--- config.mk ---
export PLATFORM = sky130hd
export DESIGN_NAME = hidden_cpu_sequencer
export DESIGN_NICKNAME = d
export VERILOG_FILES = /design/src/rtl/hidden_cpu_sequencer.sv
export SDC_FILE = /design/constraint.sdc
export NUM_CORES = 1
export LEC_CHECK = 0
export ABC_AREA = 0
export CAP_MARGIN = 20
export CELL_PAD_IN_SITES_DETAIL_PLACEMENT = 0
export CELL_PAD_IN_SITES_GLOBAL_PLACEMENT = 1
export CORE_ASPECT_RATIO = 0.8
export CORE_UTILIZATION = 45
export DETAILED_ROUTE_END_ITERATION = 10
export DONT_BUFFER_PORTS = 1
export GPL_ROUTABILITY_DRIVEN = 0
export PLACE_DENSITY = 0.73
export SETUP_SLACK_MARGIN = 0.05
export SLEW_MARGIN = 40
export SYNTH_ARGS = -nofsm -noshare
export SYNTH_HDL_FRONTEND = slang
export SYNTH_SLANG_ARGS = --single-unit
export TNS_END_PERCENT = 10
--- constraint.sdc ---
create_clock -name clk -period 4.1 [get_ports clk]
set_input_delay 0.41 -clock clk [delete_from_list [all_inputs] [get_ports clk]]
set_output_delay 0.41 -clock clk [all_outputs]
set_load 0.01 [all_outputs]
--- src/rtl/hidden_cpu_sequencer.sv ---
// Program buffer and run controller for the HiddenCPU core: captures instructions in LOAD,
// replays them by core PC in RUN. Optional macro SEQ_SINGLE_STEP_EN adds the step_req gate.
module hidden_cpu_sequencer #(
  parameter int DEPTH      = 16,
  parameter int ADDR_W     = 4,
  parameter int MAX_CYCLES = 255
) (
  input  logic              clk,
  input  logic              rst,
  input  logic              load_en,
  input  logic              run_en,
  input  logic              in_valid,
  input  logic [7:0]        in_byte,
  input  logic [7:0]        core_pc,
`ifdef SEQ_SINGLE_STEP_EN
  input  logic              step_req,
`endif
  output logic [5:0]        instr_out,
  output logic              instr_valid,
  output logic [ADDR_W:0]   prog_len,
  output logic              busy,
  output logic              done,
  output logic              timeout,
  output logic              overflow,
  output logic [1:0]        state
);

  typedef enum logic [1:0] {
    S_IDLE = 2'd0,
    S_LOAD = 2'd1,
    S_RUN  = 2'd2,
    S_HALT = 2'd3
  } state_t;

  localparam logic [ADDR_W:0] DEPTH_V  = DEPTH[ADDR_W:0];
  localparam logic [7:0]      WDOG_MAX = MAX_CYCLES[7:0];

  logic [5:0]        mem_q [DEPTH];
  state_t            state_q, state_d;
  logic [ADDR_W:0]   wr_ptr_q, wr_ptr_d;
  logic [ADDR_W:0]   prog_len_q, prog_len_d;
  logic [7:0]        wdog_q, wdog_d;
  logic [5:0]        instr_out_q, instr_out_d;
  logic              instr_valid_q, instr_valid_d;
  logic              busy_q, busy_d;
  logic              done_q, done_d;
  logic              timeout_q, timeout_d;
  logic              overflow_q, overflow_d;
  logic              mem_we_s;
  logic              eval_s;
  logic [7:0]        prog_len_ext_s;
  logic [ADDR_W-1:0] rd_idx_s;
  logic              unused_byte_bits_s;

  assign unused_byte_bits_s = ^in_byte[1:0];
  assign prog_len_ext_s     = 8'(prog_len_q);
  assign rd_idx_s           = core_pc[ADDR_W-1:0];

`ifdef SEQ_SINGLE_STEP_EN
  assign eval_s = step_req;
`else
  assign eval_s = 1'b1;
`endif

  // Next-state and next-output computation for the sequencer
  always_comb begin
    state_d       = state_q;
    wr_ptr_d      = wr_ptr_q;
    prog_len_d    = prog_len_q;
    wdog_d        = wdog_q;
    instr_out_d   = instr_out_q;
    instr_valid_d = 1'b0;
    done_d        = done_q;
    timeout_d     = timeout_q;
    overflow_d    = overflow_q;
    mem_we_s      = 1'b0;
    case (state_q)
      S_IDLE: begin
        if (load_en) begin
          state_d    = S_LOAD;
          wr_ptr_d   = '0;
          prog_len_d = '0;
          overflow_d = 1'b0;
        end else if (run_en && (prog_len_q != '0)) begin
          state_d   = S_RUN;
          wdog_d    = 8'd0;
          done_d    = 1'b0;
          timeout_d = 1'b0;
        end else begin
          state_d = S_IDLE;
        end
      end
      S_LOAD: begin
        if (in_valid) begin
          if (wr_ptr_q != DEPTH_V) begin
            mem_we_s   = 1'b1;
            wr_ptr_d   = wr_ptr_q + 1'b1;
            prog_len_d = wr_ptr_q + 1'b1;
          end else begin
            overflow_d = 1'b1;
          end
        end else begin
          overflow_d = overflow_q;
        end
        if (!load_en) begin
          state_d = S_IDLE;
        end else begin
          state_d = S_LOAD;
        end
      end
      S_RUN: begin
        if (!run_en) begin
          state_d = S_IDLE;
        end else if (!eval_s) begin
          state_d = S_RUN;
        end else if (core_pc >= prog_len_ext_s) begin
          // a branch past the end halts; the PC is never folded into the buffer
          state_d = S_HALT;
          done_d  = 1'b1;
        end else if (wdog_q == WDOG_MAX) begin
          state_d   = S_HALT;
          timeout_d = 1'b1;
        end else begin
          instr_out_d   = mem_q[rd_idx_s];
          instr_valid_d = 1'b1;
          wdog_d        = wdog_q + 8'd1;
        end
      end
      S_HALT: begin
        if (!run_en) begin
          state_d = S_IDLE;
        end else begin
          state_d = S_HALT;
        end
      end
      default: begin
        state_d = S_IDLE;
      end
    endcase
    busy_d = (state_d == S_LOAD) || (state_d == S_RUN);
  end

  // Control and output registers with synchronous reset
  always_ff @(posedge clk) begin
    if (rst) begin
      state_q       <= S_IDLE;
      wr_ptr_q      <= '0;
      prog_len_q    <= '0;
      wdog_q        <= 8'd0;
      instr_out_q   <= 6'd0;
      instr_valid_q <= 1'b0;
      busy_q        <= 1'b0;
      done_q        <= 1'b0;
      timeout_q     <= 1'b0;
      overflow_q    <= 1'b0;
    end else begin
      state_q       <= state_d;
      wr_ptr_q      <= wr_ptr_d;
      prog_len_q    <= prog_len_d;
      wdog_q        <= wdog_d;
      instr_out_q   <= instr_out_d;
      instr_valid_q <= instr_valid_d;
      busy_q        <= busy_d;
      done_q        <= done_d;
      timeout_q     <= timeout_d;
      overflow_q    <= overflow_d;
    end
  end

  // Instruction buffer; left uncleared by reset since prog_len hides stale entries
  always_ff @(posedge clk) begin
    if (mem_we_s && !rst) begin
      mem_q[wr_ptr_q[ADDR_W-1:0]] <= in_byte[7:2];
    end
  end

  assign instr_out   = instr_out_q;
  assign instr_valid = instr_valid_q;
  assign prog_len    = prog_len_q;
  assign busy        = busy_q;
  assign done        = done_q;
  assign timeout     = timeout_q;
  assign overflow    = overflow_q;
  assign state       = state_q;

endmodule

After elaboration in Yosys (flattened, before gate mapping)

Memory sizes are Yosys's and may differ from the RTL's. A register that Yosys moved wholly into a read port is not among the register bits.
Index checks and enable logic that the tools add are counted.
W data, S select, Z words.

Register bits: 20
Bits of input ports: 21
Bits in writable memories: 96
Word-level logic and storage cells: 86
Output and inout bits: 18
Memories kept: 1

Equal/unequal tests: 18
Mux-type cells: 37
Bitwise gates (word level): 4
Add/sub/neg operators: 2
Reductions and logical operators: 15
$lt $le $gt $ge: 1

Memories:

| memory | words | width | rd ports | clocked after memory_dff | write ports | line | text |
|---|---|---|---|---|---|---|---|
| mem_q  | 16    | 6     | 1        | 1                        | 1           | 38   | `logic [5:0] mem_q [DEPTH];` |

Operators by type and width:

| operator              | count |
|---|---|
| $mux W8               | 5 |
| $ne A2 B2 Y1 const B  | 11 |
| $mux W1               | 17 |
| $pmux W8 S2           | 1 |
| $mux W5               | 3 |
| $mux W2               | 6 |
| $reduce_and A4 Y1     | 3 |
| $reduce_and A6 Y1     | 2 |
| $pmux W5 S2           | 1 |
| $add A8 B1 Y8 const B | 1 |
| $eq A8 B8 Y1 const B  | 1 |
| $ge A8 B5 Y1          | 1 |
| $pmux W2 S4           | 1 |
| $eq A2 B2 Y1 const B  | 3 |
| $pmux W1 S2           | 3 |
| $add A5 B1 Y5 const B | 1 |
| $ne A5 B5 Y1 const B  | 1 |
| $reduce_and A5 Y1     | 1 |
| $reduce_bool A5 Y1    | 1 |
| $eq A2 B1 Y1 const B  | 2 |
| $not A1 Y1            | 4 |
| $reduce_bool A2 Y1    | 2 |
| $reduce_or A4 Y1      | 1 |
| $logic_and A1 B1 Y1   | 2 |
| 3 further kinds       | 3 |

Longest topological paths before layout

Word-level depth: 7
Mapped depth: 10
Depth with buffers taken out: 7

Worst setup path after synthesis

Ideal clock, no wire load.

Kind: flip-flop to flip-flop
From: reg state_q[0], in the netlist state[0]
To: mem mem_q[3][0], enable pin
Stages on the path, launching flop included: 6
Slack: 1,924 ps
Library setup time: 386 ps
Arrival time: 1,791 ps
Required time: 3,714 ps
Clock period less this slack: 2,176 ps
Path buffers: 0
Path through: dfxtp_1 inv_1 nor2_1 and3_1 nand2_1 nor4_1

Cells in the longest elaborated chain, start to end: 5

RTL lines:

| what                          | line | text |
|---|---|---|
| from (decl)                   | 39   | `state_t state_q, state_d;` |
| from (signal assigned)        | 157  | `state_q <= state_d;` |
| $eq A2 B1 Y1                  | 77   | `case (state_q)` |
| $mux W1                       | 77   |  |
| $logic_and A1 B1 Y1           | 172  | `if (mem_we_s && !rst) begin` |
| $mux W1                       | 172  |  |
| $mux W1 (not written as such) | 173  | `mem_q[wr_ptr_q[ADDR_W-1:0]] <= in_byte[7:2];` |
| to (decl)                     | 38   |  |

No other way between the ends.

Worst setup path after layout

From: reg state_q[0], in the netlist state[0]
To: mem mem_q[3][4], enable pin

The elaborated chain is that of the path after synthesis.

==> impl_metrics.env <==
export IMPL_worstPathRequired_ns=4.23
export IMPL_place_hpwl_mm=6.57
export IMPL_clock_root_buffer="clkbuf_16"
export IMPL_synth_edff_count=96
export IMPL_synth_distinct_cells=45
export IMPL_postCtsSetupBuffers=0
export IMPL_wl_mm=10.1
export IMPL_grt_overflow_total=0
export IMPL_fin_tns_setup_ns=0
export IMPL_arrival_ns=2.70
export IMPL_maxCapViolations=0
export IMPL_finClkSkew_ns=0.0156
export IMPL_grt_start_max_net_pins=28
export IMPL_ant_nets=0
export IMPL_path_class="reg2reg"
export IMPL_startpoint_type="flip-flop"
export IMPL_grt_pass1_vias=2863
export IMPL_rr_worst_depth=6
export IMPL_timing_critical_path_buf_inv=2
export IMPL_num_vias=2771
export IMPL_r2r_end="mem_q[3][4]"
export IMPL_outcome="finished, final reports clean"
export IMPL_die_height_um=97.2
export IMPL_fin_crit_sh_pct=62.7
export IMPL_slowest_delay_ns=0.64
export IMPL_slew_headroom_pct=51.5
export IMPL_synthesis_yosys_warnings=0
export IMPL_hold_viol_final=0
export IMPL_worstHoldStart="rst"
export IMPL_post_cts_resized=0
export IMPL_fin_cells=491
export IMPL_cts_sinks=122
export IMPL_slowest_stage="nor4_1"
export IMPL_leakagePower_nw=1.86
export IMPL_coreArea_mm2=0.0109
export IMPL_timing_hold_ws_ns=0.0620
export IMPL_area_delta_synth_final_pct=14.5
export IMPL_wl_per_cell_um=20.6
export IMPL_postCtsHoldBufs=0
export IMPL_dpl_cell_count=459
export IMPL_hold_end="state[0]"
export IMPL_setup_viol=0
export IMPL_cp_cell_sequence="inv_1, nor2_1, and3_1, nand2_1, nor4_1, buf_4"
export IMPL_dieArea_mm2=0.0118
export IMPL_ys_async_sr_fraction_pct=0
export IMPL_initial_utilization_pct=46.6
export IMPL_postLayoutCoreUtil_pct=53.4
export IMPL_final_cell_mix="edfxtp_1, dfxtp_1, nor2_1, mux4_2, nand2_1"
export IMPL_port_buffers=0
export IMPL_synth_ff_type="edfxtp_1"
export IMPL_worst_pin_slew_ns=0.720
export IMPL_num_rows=34
export IMPL_dp_slack_ns=1.56
export IMPL_rsz0062_at_grt="false"
export IMPL_worstPathMaxFanout=7
export IMPL_period_minus_slack_ns=2.57
export IMPL_antenna_cells=0
export IMPL_cts_buffers=17
export IMPL_clkTransAtPathRegs_ns=0.05
export IMPL_power_density_mw_per_mm2=507
export IMPL_antenna_found_initial=0
export IMPL_hold_class="in2reg"
export IMPL_final_common_cell="edfxtp_1"
export IMPL_syn_inst=327
export IMPL_cp_end_kind="flip-flop"
export IMPL_drive_gt1_share_pct=19.0
export IMPL_gr_usage_all_layers_pct=19.2
export IMPL_drv_slew=0
export IMPL_max_freq_mhz=389
export IMPL_critPathTopFamily="simple AND/OR/NAND/NOR gates"
export IMPL_drc=0
export IMPL_drt_initial_drc_count=192
export IMPL_syn_nets=358
export IMPL_whs_path_depth=1
export IMPL_worst_slack_ns=1.53
export IMPL_fill_cells=854
export IMPL_ioPinCount=39
export IMPL_insertion_delay_ns=0.41
export IMPL_final_nets=365
export IMPL_r2r_start="state[0]"
export IMPL_yosys_register_bits=122
export IMPL_clock_path_buffers=2
export IMPL_reg2reg_slack_ns=1.53
export IMPL_syn_avg_cell_area_um2=15.6
export IMPL_max_vdd_ir_drop_v=0.000319
export IMPL_synth_cell_area_mm2=0.00509
export IMPL_cts_max_level=4
export IMPL_dr_pass1_iters=4
export IMPL_ys_seq_area_share_pct=66.8
export IMPL_cts_tree="yes"
export IMPL_fp_dieW_um=121
export IMPL_grt_pass1_wl_mm=16.2
export IMPL_vias_per_cell=5.64
[report_power, final]
part           switching [W]  leakage (nW)  internal, W
Sequential        0.00000526          1.07      0.00134
Combinational      0.0000306         0.484    0.0000363
Clock               0.000506         0.299      0.00104
[synthesized netlist by cell type (3+ instances only)]
cell | count | area share, %
or3_1 | 5 | 0.61
a21oi_1 | 17 | 1.7
nor4_1 | 4 | 0.49
o21ai_0 | 8 | 0.79
a21o_1 | 7 | 1.0
buf_2 | 7 | 0.69
edfxtp_1 | 96 | 57
nand3_1 | 9 | 0.88
nor2b_1 | 5 | 0.61
mux4_2 | 24 | 11
ha_1 | 10 | 2.5
xnor2_1 | 3 | 0.52
nor2_1 | 24 | 1.8
dfxtp_1 | 26 | 10
nand2_1 | 20 | 1.5
inv_1 | 10 | 0.74
a22oi_1 | 12 | 1.8
buf_4 | 4 | 0.59
[routing by layer]
metal  GRT usage, %  vias to the layer above  share of wire, %
li1               -                     1294                 -
met1           28.2                     1393                47
met2           27.2                       77                46
met3           4.93                        7               6.8
met4           7.69                        0              0.68
met5              0                        -                 0
[how the worst max path moves through the flow]
| stage | startpoint | endpoint | slack [ns] | cells past startpoint |
|---|---|---|---|---|
| 3_5_place_dp | state[0] | mem_q[3][1] | 1.56 | 6 |
| 5_1_grt | state[0] | mem_q[3][1] | 1.29 | 6 |
| 4_1_cts | state[0] | mem_q[3][4] | 1.53 | 6 |
| 3_3_place_gp | state[0] | mem_q[3][1] | 1.60 | 6 |
| 6_report | state[0] | mem_q[3][4] | 1.53 | 6 |
| 2_1_floorplan | state[0] | mem_q[3][0] | 1.92 | 5 |
[worst register-to-register path: cells and delay by family, from the launching register on]
family                 cells  cell delay [ns]
DFF                        1             0.58
and+or+nand+nor            4             1.33
buffers and inverters      2             0.38
[kinds of logic after synthesis]
family          count (synthesis)  synth area share, %
flops                         122                 66.8
mux                            24                 10.6
xor+xnor                        3                0.516
fa+ha+maj                      10                 2.46
compound gates                 57                 7.98
simple gates                   86                 9.18
buf+inv                        25                 2.46
[area by class of cell]
class / count / area (um^2) / area share, %
clock buffer: 23 / 468 / 8.02
clock inverter: 9 / 146 / 2.51
inverter: 10 / 37.5 / 0.643
multi-input combinational: 180 / 1580 / 27.0
sequential: 122 / 3400 / 58.3
tap: 144 / 180 / 3.09
timing repair buffer: 3 / 22.5 / 0.386
[stage by stage]
step / instance area, um^2 / power (W)
global placement: 5210 / 0.00143
detailed placement: 5220 / 0.00143
floorplan: 5090 / 0.00143
CTS: 5840 / 0.00298
finish: 5840 / 0.00296
global route: 5840 / 0.00304
[registers in the layout, indices dropped and copies added (netlist names)]
name         count
wdog_q           8
mem_q           96
busy             1
instr_out        6
state            2
prog_len         5
overflow         1
done             1
timeout          1
instr_valid      1
Note: power is estimated with default switching activity, not from simulation.
